<file path="config.mk">
export PLATFORM = sky130hd
export DESIGN_NAME = escrita_resultado
export DESIGN_NICKNAME = d
export VERILOG_FILES = /design/src/rtl/escrita_resultado.sv
export SDC_FILE = /design/constraint.sdc
export NUM_CORES = 1
export LEC_CHECK = 0
export CAP_MARGIN = 10
export CORE_MARGIN = 4
export CORE_UTILIZATION = 50
export DETAILED_ROUTE_END_ITERATION = 8
export PLACE_DENSITY = 0.82
export SLEW_MARGIN = 0
export SYNTH_ARGS = -nofsm -noshare
export SYNTH_HDL_FRONTEND = slang
export SYNTH_SLANG_ARGS = --single-unit
</file>
<file path="constraint.sdc">
create_clock -name clock -period 3.7 [get_ports clock]
set_input_delay 0.925 -clock clock [delete_from_list [all_inputs] [get_ports clock]]
set_output_delay 0.925 -clock clock [all_outputs]
set_load 0.01 [all_outputs]
</file>
<file path="src/rtl/escrita_resultado.sv">
// Writeback stage after the ULA: writes the 16-bit result into the 8-bit register file.
// MULT results take two writes (low byte to rd, high byte to rd+1). Also keeps a zero flag.
module escrita_resultado #(
  parameter int          REG_AW   = 3,
  parameter int          DATA_W   = 8,
  parameter logic [3:0]  ULA_MULT = 4'd2
) (
  input  logic                  clock,
  input  logic                  reset,
  input  logic                  in_valid,
  output logic                  in_ready,
  input  logic [3:0]            opcode,
  input  logic [REG_AW-1:0]     rd,
  input  logic [2*DATA_W-1:0]   result,
  output logic                  reg_we,
  output logic [REG_AW-1:0]     reg_waddr,
  output logic [DATA_W-1:0]     reg_wdata,
  output logic                  flag_zero,
  output logic                  done
);

  typedef enum logic [1:0] {IDLE, WR_LO, WR_HI} state_t;

  state_t                r_state, w_next;
  logic [3:0]            r_op;
  logic [REG_AW-1:0]     r_rd;
  logic [2*DATA_W-1:0]   r_res;
  logic                  r_zero;
  logic                  w_mult, w_xfer, w_zero;

  // ADD, SUB and any unknown opcode are all single-write ops of the low byte.
  assign w_mult    = (r_op == ULA_MULT);
  assign w_xfer    = in_valid & in_ready;
  assign w_zero    = w_mult ? (r_res == '0) : (r_res[DATA_W-1:0] == '0);
  assign flag_zero = r_zero;

  always_comb begin
    w_next    = r_state;
    in_ready  = 1'b0;
    reg_we    = 1'b0;
    reg_waddr = '0;
    reg_wdata = '0;
    done      = 1'b0;
    case (r_state)
      IDLE: begin
        in_ready = 1'b1;
        if (w_xfer) w_next = WR_LO;
      end
      WR_LO: begin
        reg_we    = 1'b1;
        reg_waddr = r_rd;
        reg_wdata = r_res[DATA_W-1:0];
        if (w_mult) begin
          w_next = WR_HI;
        end else begin
          in_ready = 1'b1;
          done     = 1'b1;
          w_next   = w_xfer ? WR_LO : IDLE;
        end
      end
      WR_HI: begin
        reg_we    = 1'b1;
        reg_waddr = r_rd + REG_AW'(1);
        reg_wdata = r_res[2*DATA_W-1:DATA_W];
        in_ready  = 1'b1;
        done      = 1'b1;
        w_next    = w_xfer ? WR_LO : IDLE;
      end
      default: w_next = IDLE;
    endcase
  end

  always_ff @(posedge clock or negedge reset) begin
    if (!reset) begin
      r_state <= IDLE;
      r_op    <= '0;
      r_rd    <= '0;
      r_res   <= '0;
      r_zero  <= 1'b0;
    end else begin
      r_state <= w_next;
      if (w_xfer) begin
        r_op  <= opcode;
        r_rd  <= rd;
        r_res <= result;
      end
      // The flag loads from the operation finishing this cycle, before any new capture lands.
      if (done) r_zero <= w_zero;
    end
  end

endmodule

</file>
== Yosys cells after proc, flatten, opt, wreduce, memory -nomap -nowiden ==
Index checks and enable logic that the tools add are counted.
Word-level totals
  logic and storage cells: 27
  flip-flop bits (word level): 26
  output and inout port bits: 15
Operators by class
  add/sub/neg operators: 1
  bitwise operators: 1
  reduce and logical (&&, ||, !) cells: 5
  mux-type cells: 11
  equal/unequal tests: 4
Operators with widths (number)
  $logic_not A16 Y1: 1
  $pmux W8 S2: 1
  $logic_not A8 Y1: 1
  $pmux W2 S3: 1
  $pmux W3 S2: 1
  $eq A4 B2 Y1 const B: 1
  $mux W1: 4
  $mux W2: 2
  $pmux W1 S2: 2
  $reduce_or A2 Y1: 2
  $add A3 B1 Y3 const B: 1
  $eq A2 B1 Y1 const B: 1
  $eq A2 B2 Y1 const B: 1
  $logic_not A2 Y1: 1
  $ne A2 B2 Y1 const B: 1
  $and A1 B1 Y1: 1

== Longest topological paths before layout ==
  word-level depth: 7
  depth in mapped cells: 6
  gate-level depth less buffers: 5

== Worst setup path before layout ==
OpenSTA, ideal clock, no wires.
  path kind: register to output
  start: reg r_state[1]
  end: out reg_waddr[2]
  data required time: 2775 ps
  buffers on the path: 1
  arrival: 1289 ps
  cell stages (with the launch flop): 6
  path slack: 1486 ps
  cell sequence: dfrtp_1 inv_1 ha_1 clkbuf_1 a22oi_1 nor2b_1
Between the ends
  cells in the longest elaborated chain, start to end: 2
  elaborated cells on any way between the ends: 3
RTL lines
  start: declaration: line 24  | state_t r_state, w_next;
  start signal: assignment: line 81  | r_state <= w_next;
  $eq A2 B2 Y1 / $eq A2 B1 Y1 (equally long branches): line 44  | case (r_state)
  $pmux W3 S2 (*): line 44
  end: declaration: line 16  | output logic [REG_AW-1:0] reg_waddr,
Mark *: on every way between the ends. The rest lies on a longest branch, timed or not.

== Worst setup path after layout ==
  start: reg r_state[1]
  end: out done
Between the ends
  cells in the longest elaborated chain, start to end: 2
  elaborated cells on any way between the ends: 3
RTL lines
  $eq A2 B2 Y1 / $eq A2 B1 Y1 (equally long branches): line 44
  $pmux W1 S2 (*): line 44
  end: declaration: line 19  | output logic done
Marks and branches as above.

==> out/metrics.csv <==
stage,metric,value,unit
setup_path,R2R cell count,6,
setup_path,Arrival @ worst endpoint,2280,ps
flow_run,Max Cap Viol,0,
hold_path,min-delay src,r_op[1],
timing,Worst Skew,7.43,ps
placement,Detailed Place HPWL,2.23,mm
power,Static Leak,0.792,nW
clock_tree,"CTS clk-pin slew, worst paths",140,ps
die,Ports,41,
timing,Final Cycle Share,86.7,%
cells_and_area,Final Core Density,72.0,%
timing,Slew @ Worst Pin,530,ps
cells_and_area,area grow syn2layout,33.1,%
grt,remaining global-route overflow,0,
setup_path,Crit path required time,2770,ps
synth,YS warnings,0,
hold_path,Hold WC Path Type,reg2reg,
placement,Final Wtd Congestion,0.741,
power,Switching Share,34.7,%
power,switching power,0.520,mW
setup_path,reg2reg setup slack,1330,ps
routing,Total Wirelength,2.96,mm
power,Combinational Power Share,54.2,%
cells_and_area,"commonest non-fill, non-tap cell in the layout",clkdlybuf4s50_1,
timing,Slew headroom,64.7,%
outcome,outcome,"finished, final reports clean",
die,core footprint,2540,sq um
power,Worst VDD drop,500,uV
clock_tree,number of clock sinks,26,
hold_path,WHS Path Cells,1,
routing,final routed DRC violation total,0,
timing,final setup fails,0,
setup_path,r2r endpoint,r_op[1],
timing,Sum Neg Setup Slack,0,ps
cells_and_area,ant diodes,0,
die,die area,3660,sq um
power,internal power,0.978,mW
setup_path,Crit Path Class,reg2out,
synth,Post-Syn Area per Cell,13.4,sq um
clock_tree,clk_lat worst skew,320,ps
routing,Initial DRC Count,21,
grt,GR Util All Layers,18.3,%
cells_and_area,Final nets,176,
power,power density over cell area,817,nW/um^2
setup_path,critical path launch point type,flip-flop,
routing,Routed WL per cell,17.0,microns
grt,initial antenna violation count,0,
synth,unique cell type count in the Yosys netlist,22,
synth,sequential share of the synthesized area,47.3,%
timing,Slew Limit Fails,0,
clock_tree,post-cts sizing count,0,
cells_and_area,most frequent cells in the layout,"clkdlybuf4s50_1 (40), dfrtp_1 (26), mux2_4 (19), nor2b_1 (11), a22oi_1 (10)",
power,Reg power frac,36.2,%
clock_tree,CTS Buffer Depth,2,
clock_tree,CTS tree,yes,
clock_tree,number of setup buffers added after CTS,0,
timing,final hold violation count,0,
die,row count,18,
routing,Via density,5.64,
setup_path,CP Capture Type,output pin,
synth,post-synthesis net count,134,
synth,Post-Syn Area,1380,sq um
timing,highest clock rate,312,MHz
cells_and_area,FILL cells,191,
timing,Final min period,3210,ps
placement,I/O Buffers,40,
synth,Yosys reg bits,26,
hold_path,Hold EP,r_op[1],
die,Vert. Die Dim,60.5,microns
die,die width,60.5,microns
timing,RSZ-0062 raised after global routing,false,
grt,first-pass GRT wire length,4.78,mm
grt,pin count of the biggest net entering global routing,27,
clock_tree,CTS Hold Buffers Added,0,
routing,Vias,981,
cells_and_area,ratio of cells with drive above 1 in the final layout,23.6,%
die,Initial Util,54.1,%
setup_path,CP Max Fanout,14,
clock_tree,CTS buffer count,3,
routing,TritonRoute pass-1 iters,4,
synth,Mapped Cells,103,
clock_tree,CTS root buf,clkbuf_4,
clock_tree,H-tree depth,1,
routing,Final ANT Viol Nets,0,
power,clock share of power,9.6,%
grt,vias in the first global route,990,
setup_path,RR Startpoint,r_state[1],
-- registers in the layout, indices dropped and copies added, names as in the netlist --
register / flops
r_res: 16
flag_zero: 1
r_op: 4
r_state: 2
r_rd: 3
-- cells by family (layout without fill, tap and decap cells) --
family          after synthesis  after routing  share of synthesized area [%]
flops                        26             26                           47.3
compound gates               15             15                           8.00
fa+ha+maj                     5              5                           4.55
buf+inv                       7             48                           3.00
xor+xnor                      1              1                          0.636
mux                          25             25                           25.6
simple gates                 24             24                           10.9
-- metal layers --
| metal | vias to the layer above | part of all wire [%] | track usage (%) |
|---|---|---|---|
| met3 | 9 | 7.1 | 4.04 |
| met1 | 483 | 43 | 22.7 |
| met4 | 0 | 2.4 | 8.98 |
| met5 | - | 0 | 0 |
| li1 | 450 | - | - |
| met2 | 39 | 47 | 30.1 |
-- synth_stat cells (all sizes together) --
master	count	share of area, %
a211oi	1	0.91
a21o	1	0.55
a21oi	2	0.73
a22oi	10	5.5
buf	2	1.6
clkbuf	3	0.82
dfrtp	26	47
ha	5	4.5
inv	2	0.55
mux2	25	26
nand2	1	0.27
nand2b	2	0.91
nand3	1	0.36
nand3b	1	0.55
nor2	3	1.0
nor2b	11	5.0
nor4	4	1.8
o21ai	1	0.36
or4b	1	1.0
xor2	1	0.64
-- per-stage QoR --
stage	cells	total power, mW	worst slack [ps]	hold slack, ps	instance area, sq um
6_report	174	1.50	493	531	1830
4_1_cts	174	1.51	494	533	1830
5_1_grt	174	1.59	315	551	1830
3_5_place_dp	170	1.36	887	501	1800
3_3_place_gp	170	1.33	911	486	1800
2_1_floorplan	103	1.07	1490	473	1380
-- power by group through the flow --
stage / clock network [mW] / logic [mW] / registers [mW]
after floorplan: 0 / 0.560 / 0.507
after global placement: 0 / 0.793 / 0.538
after detailed placement: 0 / 0.814 / 0.547
after CTS: 0.150 / 0.818 / 0.540
after global routing: 0.166 / 0.871 / 0.558
final: 0.144 / 0.811 / 0.543
-- how the worst max path moves through the flow --
stage               cells past startpoint  startpoint            to  slack (ps)
floorplan                               5  r_state[1]  reg_waddr[2]        1490
global placement                        5  r_state[1]          done         910
detailed placement                      5  r_state[1]          done         890
CTS                                     5  r_state[1]          done         490
global route                            5  r_state[1]          done         320
finish                                  5  r_state[1]          done         490
-- cell type report --
| class | count | area (sq um) | area share [%] |
|---|---|---|---|
| clock buffer | 4 | 36.3 | 1.98 |
| timing repair buffer | 42 | 415 | 22.7 |
| multi-input combinational | 70 | 684 | 37.4 |
| inverter | 2 | 7.51 | 0.410 |
| tap | 30 | 37.5 | 2.05 |
| sequential | 26 | 651 | 35.5 |
-- worst max-delay path, stage by stage, from the launching register on --
cell	delay, ps
dfrtp_1	440
inv_1	90
ha_1	490
a21oi_1	130
nor2b_1	230
clkdlybuf4s50_1	580
No activity file was read; power rests on OpenSTA's default activity.
